$ cat config.mk
export PLATFORM = sky130hd
export DESIGN_NAME = button_step_gen
export DESIGN_NICKNAME = d
export VERILOG_FILES = /design/src/rtl/button_step_gen.sv
export SDC_FILE = /design/constraint.sdc
export NUM_CORES = 1
export LEC_CHECK = 0
export CORE_MARGIN = 1
export CORE_UTILIZATION = 50
export CTS_CLUSTER_DIAMETER = 120
export CTS_CLUSTER_SIZE = 12
export DETAILED_ROUTE_END_ITERATION = 10
export HOLD_SLACK_MARGIN = 0.03
export PLACE_DENSITY = 0.74
export SYNTH_ARGS = -nofsm -noshare
export SYNTH_HDL_FRONTEND = slang
export SYNTH_SLANG_ARGS = --single-unit
$ cat constraint.sdc
create_clock -name clk -period 4.4 [get_ports clk]
set_input_delay 1.32 -clock clk [delete_from_list [all_inputs] [get_ports clk]]
set_output_delay 1.32 -clock clk [all_outputs]
set_load 0.01 [all_outputs]
$ cat src/rtl/button_step_gen.sv
// rtl/button_step_gen.sv - button synchroniser, debouncer and step/auto-repeat pulse generator
// Turns a raw active-low button into one-cycle step pulses, with auto-repeat while the button is held.
module button_step_gen #(
  parameter int DEBOUNCE_CYC     = 270000,
  parameter int REPEAT_DELAY_CYC = 13500000,
  parameter int REPEAT_RATE_CYC  = 2700000,
  parameter bit REPEAT_EN        = 1'b1
) (
  input  logic clk,
  input  logic rst,
  input  logic btn_n,
  output logic step,
  output logic pressed,
  output logic held
);

  localparam int CNT_W   = (DEBOUNCE_CYC > 1) ? $clog2(DEBOUNCE_CYC + 1) : 1;
  localparam int TMR_MAX = (REPEAT_DELAY_CYC > REPEAT_RATE_CYC) ? REPEAT_DELAY_CYC : REPEAT_RATE_CYC;
  localparam int TMR_W   = (TMR_MAX > 1) ? $clog2(TMR_MAX + 1) : 1;

  localparam logic [CNT_W-1:0] DB_LAST    = CNT_W'(DEBOUNCE_CYC - 1);
  localparam logic [TMR_W-1:0] DELAY_LAST = TMR_W'(REPEAT_DELAY_CYC - 1);
  localparam logic [TMR_W-1:0] RATE_LAST  = TMR_W'(REPEAT_RATE_CYC - 1);

  typedef enum logic [1:0] {
    ST_IDLE   = 2'd0,
    ST_FIRST  = 2'd1,
    ST_WAIT   = 2'd2,
    ST_REPEAT = 2'd3
  } state_t;

  logic             s1;
  logic             s2;
  logic [CNT_W-1:0] cnt;
  logic             db;
  logic [TMR_W-1:0] tmr;
  state_t           state;

  // Debounced level is kept as 'pressed'; the released-high view is its inverse.
  assign db = ~pressed;

  always_ff @(posedge clk) begin
    if (rst) begin
      s1      <= 1'b1;
      s2      <= 1'b1;
      cnt     <= '0;
      pressed <= 1'b0;
    end else begin
      s1 <= btn_n;
      s2 <= s1;
      if (s2 == db) begin
        cnt <= '0;
      end else if (cnt == DB_LAST) begin
        pressed <= ~s2;
        cnt     <= '0;
      end else begin
        cnt <= cnt + 1'b1;
      end
    end
  end

  // Release is tested first so it always wins over a timer expiry in the same cycle.
  always_ff @(posedge clk) begin
    if (rst) begin
      state <= ST_IDLE;
      tmr   <= '0;
      step  <= 1'b0;
      held  <= 1'b0;
    end else begin
      step <= 1'b0;
      if (!pressed) begin
        state <= ST_IDLE;
        tmr   <= '0;
        held  <= 1'b0;
      end else begin
        case (state)
          ST_IDLE: begin
            step  <= 1'b1;
            tmr   <= '0;
            state <= ST_FIRST;
          end
          ST_FIRST, ST_WAIT: begin
            if (REPEAT_EN && (tmr == DELAY_LAST)) begin
              step  <= 1'b1;
              tmr   <= '0;
              held  <= 1'b1;
              state <= ST_REPEAT;
            end else begin
              state <= ST_WAIT;
              if (tmr != DELAY_LAST) begin
                tmr <= tmr + 1'b1;
              end
            end
          end
          ST_REPEAT: begin
            if (tmr == RATE_LAST) begin
              step <= 1'b1;
              tmr  <= '0;
            end else begin
              tmr <= tmr + 1'b1;
            end
          end
          default: begin
            state <= ST_IDLE;
            tmr   <= '0;
          end
        endcase
      end
    end
  end

endmodule

# [Word level (Yosys, flattened, before mapping)]
# Cells that the tools add are included.
# Widths: inputs -> output; s select.
[word_totals] regBits=50 latchBits=0 ram_bits=0 romBits=0 input_bits=3 output_inout_bits=3 word_cells=38 mem_count=0
[op_classes] addsub=2 multipliers=0 div=0 order_cmp=0 n_eq_ne=9 n_shift=0 mux=9 n_bitwise=3 reduce_logical=7
[op_table] op="$mux 24" n=3
[op_table] op="$pmux 24 s3" n=1
[op_table] op="$add 24x1->24 const B" n=1
[op_table] op="$eq 24x22->1 const B" n=1
[op_table] op="$eq 24x24->1 const B" n=1
[op_table] op="$ne 24x24->1 const B" n=1
[op_table] op="$add 19x1->19 const B" n=1
[op_table] op="$eq 19x19->1 const B" n=1
[op_table] op="$eq 2x2->1 const B" n=2
[op_table] op="$pmux 2 s2" n=1
[op_table] op="$reduce_and 2->1" n=2
[op_table] op="$reduce_or 2->1" n=2
[op_table] op="$mux 1" n=3
[op_table] op="$ne 3x3->1 const B" n=1
[op_table] op="$not 1->1" n=3
[op_table] op="$pmux 1 s3" n=1
[op_table] op="$reduce_or 3->1" n=1
[op_table] op="$eq 2x1->1 const B" n=1
[op_table] op="$logic_not 2->1" n=1
[op_table] op="$reduce_bool 2->1" n=1
[op_table] op="$eq 1x1->1" n=1

# [Longest topological paths before layout]
[logic_depth] ltp_word=4 ltp_mapped=6 ltp_nobuf=5

# [Least setup slack after synthesis]
# Ideal clock, no wire load.
[synth_timing] path_kind="input port to flip-flop" from="input port rst" to="register tmr[17]" setup_ns=0.080 arrival_time_ns=2.514 required_ns=4.320 setup_slack_ns=1.807 cell_stages=5 path_buffers=1 cell_sequence="nand2b_1 or3b_2 a21o_1 clkbuf_1 a22oi_1"
[synth_via] elab_chain_len=1
[synth_rtl] element="start, declared" line="10" text="input logic rst,"
[synth_rtl] element="$reduce_or 2->1 (no line)"
[synth_rtl] element="end signal, assigned" line="91" text="tmr <= tmr + 1'b1;"
[synth_rtl] element="end signal, assigned" line="100" text="tmr <= tmr + 1'b1;"
[synth_rtl] element="end, declared" line="36" text="logic [TMR_W-1:0] tmr;"
# Every way passes these cells.
# A chain may end at the register's enable or synchronous reset.

# [Worst setup path in the final report]
[layout_timing] from="input port rst" to="register tmr[13]"
# Same word-level chain as after synthesis.

==> impl_metrics.json <==
{
  "status": "completed",
  "syn_to_final_growth_pct": 7.70,
  "start_kind": "primary input",
  "yosysSeqAreaShare_pct": 42.8,
  "critPathTopFamily": "simple AND/OR/NAND/NOR gates",
  "path_buf_inv": 1,
  "cts_setup_buffers": 0,
  "period_needed_ps": 2990,
  "synth_edf_count": 0,
  "synth_simple_gate_area_share_pct": 28.8,
  "power.share.sequential_pct": 58.4,
  "grt_overflow_total": 0,
  "grt_pass1_vias": 1706,
  "switchingPower_mw": 0.152,
  "synthXorXnorAreaFrac_pct": 9.73,
  "syn_nets": 275,
  "p_clk_share_pct": 41.0,
  "rows": 24,
  "critPathKind": "primary input to flop",
  "setup_viol": 0,
  "place_ws_ps": 1100,
  "min-delay-path-class": "flop to flop",
  "synth_cell_types": 39,
  "maxSlewHeadroom_pct": 48.3,
  "cts_hold_buffers": 0,
  "fp.dieH_um": 70.4,
  "multiInputGateArea_um2": 1260,
  "maxCapViolations": 0,
  "fin_skew_ps": 4.75,
  "nNetsFinal": 276,
  "hpwl_um": 2880,
  "seqCellArea_um2": 1000,
  "avgSynthCellArea_um2": 8.74,
  "worstPathCellList": "clkdlybuf4s50_1 > nand2b_1 > or3b_2 > a21o_1 > a22oi_1",
  "whs_ps": 427,
  "fp.dieW_um": 70.4,
  "synth-compound-area-share_pct": 13.4,
  "first_pass_iters": 4,
  "drc": 0,
  "yosys_warnings": 0,
  "r2r_slack_ps": 2120,
  "synth_fa_ha_area_share_pct": 2.14,
  "start_util_pct": 53.0,
  "crit_path_end_kind": "flop",
  "synthCells": 268,
  "period_share_pct": 67.9,
  "clk_latency_ps": 300,
  "max_freq_mhz": 335,
  "nFillCells": 378,
  "final_hold_viol_count": 0,
  "synth_top_family_by_area": "simple AND/OR/NAND/NOR gates",
  "grt_usage_pct": 18.8,
  "fin_util_pct": 57.1,
  "cts_tree": "done",
  "intPower_mw": 0.625,
  "synth_largest_area_cell": "dfxtp_1",
  "r2r_start": "tmr[0]",
  "die-area_um2": 4960,
  "tightest_slew_ps": 775,
  "switching_share_pct": 19.5,
  "min-delay-start": "s1",
  "irDropWorstVdd_mv": 0.139,
  "drt_iter0_drc": 134,
  "clkSinkCount": 50,
  "p_per_area_nw_per_um2": 308,
  "async_flop_share_pct": 0,
  "layout-drive-gt1-share_pct": 5.19,
  "placed_cells": 314,
  "cp.arrival_ps": 3210,
  "setup_tns_ps": 0,
  "crit_required_ps": 4620,
  "avgRoutedWirePerCell_um": 13.2,
  "vias": 1878,
  "critPathMaxFanout": 24,
  "synth_area_um2": 2340,
  "synth_top_area_share_pct": 42.8,
  "cts_max_level": 2,
  "comb_power_share_pct": 0.6,
  "rsz0062_at_grt": "no",
  "coreArea_um2": 4410,
  "antenna_found_initial": 0,
  "grt_pass1_wl_um": 7530,
  "root_buffer": "clkbuf_8",
  "portBuffers": 5,
  "setup_ws_ps": 1410,
  "vias_per_cell": 5.83,
  "ys.flop_type": "dfxtp_1",
  "drt.antenna.violating_nets": 0,
  "ys_ff_latch": 50,
  "cellLeakagePower_nw": 0.669,
  "diodes": 0,
  "drv_slew": 0,
  "io_pins": 6,
  "fin_cells": 322,
  "cts_buffers": 5,
  "cts_buffer_depth": 2,
  "startpoint": "rst",
  "slowest_delay_ps": 470,
  "netlist_top_cells_area": "dfxtp_1 43%, xnor2_1 6.7%, a21oi_1 4.3%",
  "cts_resized": 0,
  "cpMaxStageDelayCell": "or3b_2",
  "grt_max_degree": 25,
  "synth.mux.area_fraction_pct": 0,
  "path_clk_slew_ps": 90,
  "globalplace.congestion": 0.792,
  "routed_wl_um": 4260
}
-- area by class of cell --
type | count | area share, %
Clock buffer | 6 | 2.88
Clock inverter | 2 | 1.49
Inverter | 8 | 1.19
Multi-Input combinational cell | 199 | 50.2
Sequential cell | 50 | 39.7
Tap cell | 52 | 2.58
Timing Repair Buffer | 5 | 1.99
-- sequential cells by signal, summed over array words and instances, names as in the netlist --
signal,count
cnt,19
held,1
pressed,1
s2,1
s1,1
state,2
tmr,24
step,1
-- Yosys cell counts (all sizes together), types with 6 or more instances --
| cell type | number |
|---|---|
| dfxtp | 50 |
| a21oi | 20 |
| nor3 | 8 |
| inv | 8 |
| or3 | 15 |
| nand3 | 13 |
| clkbuf | 8 |
| xor2 | 8 |
| o21ai | 14 |
| nand2 | 14 |
| a22oi | 10 |
| nand4 | 12 |
| xnor2 | 18 |
| nor4 | 6 |
| nor2 | 22 |
| or4 | 7 |
-- cells in the final DEF, fill, tap and decap left out, types with 3 or more instances in the layout --
cell	synthesis	routed
a21oi_1	20	20
a22oi_1	10	10
and3_1	3	3
clkbuf_8	0	5
clkdlybuf4s50_1	0	5
dfxtp_1	50	50
ha_1	4	4
inv_1	8	8
nand2_1	14	14
nand3_1	12	12
nand4_1	12	12
nor2_1	22	22
nor3_1	8	8
nor4_1	6	6
nor4bb_1	3	3
o21ai_0	13	13
or3_1	15	15
or4_1	7	7
xnor2_1	18	18
xor2_1	8	8
-- kinds of logic (layout without fill, tap and decap cells) --
family | after synthesis | in the layout
adder cells (fa/ha/maj) | 4 | 4
XOR/XNOR | 26 | 26
AO/OA/AOI/OAI | 52 | 52
AND/OR/NAND/NOR | 117 | 117
flip-flops | 50 | 50
buffers and inverters | 19 | 21
-- routing by layer --
| layer | track usage [%] | routed length (µm) | vias to the layer above |
|---|---|---|---|
| met3 | 5.34 | 169 | 6 |
| met5 | 0 | 0 | - |
| met1 | 26.5 | 2260 | 862 |
| met2 | 27.0 | 1770 | 29 |
| met4 | 6.67 | 59 | 0 |
| li1 | - | - | 981 |
-- worst reg2reg max path: stages (launching register included) --
cell and delay [ps]:
dfxtp_1 420, ha_1 270, nand3_1 160, or4_1 700
or4_1 510, a22oi_1 150
-- stage by stage --
stage	power [mW]	area, µm²
3_5_place_dp	0.470	2410
3_3_place_gp	0.470	2410
5_1_grt	0.805	2520
6_report	0.777	2520
2_1_floorplan	0.467	2340
4_1_cts	0.783	2520
-- power groups by stage --
stage / Combinational [mW] / Clock, mW / Sequential [mW]
after floorplan: 0.00259 / 0 / 0.464
after global routing: 0.00551 / 0.345 / 0.454
after CTS: 0.00519 / 0.325 / 0.454
after detailed placement: 0.00511 / 0 / 0.464
final: 0.00504 / 0.318 / 0.454
after global placement: 0.00512 / 0 / 0.464
-- final timing paths --
kind	end	cells after the start
max reg2reg	tmr[20]	5
max	tmr[13]	5
min reg2reg	s2	1
min	s2	1
Note: power is estimated with default switching activity, not from simulation.
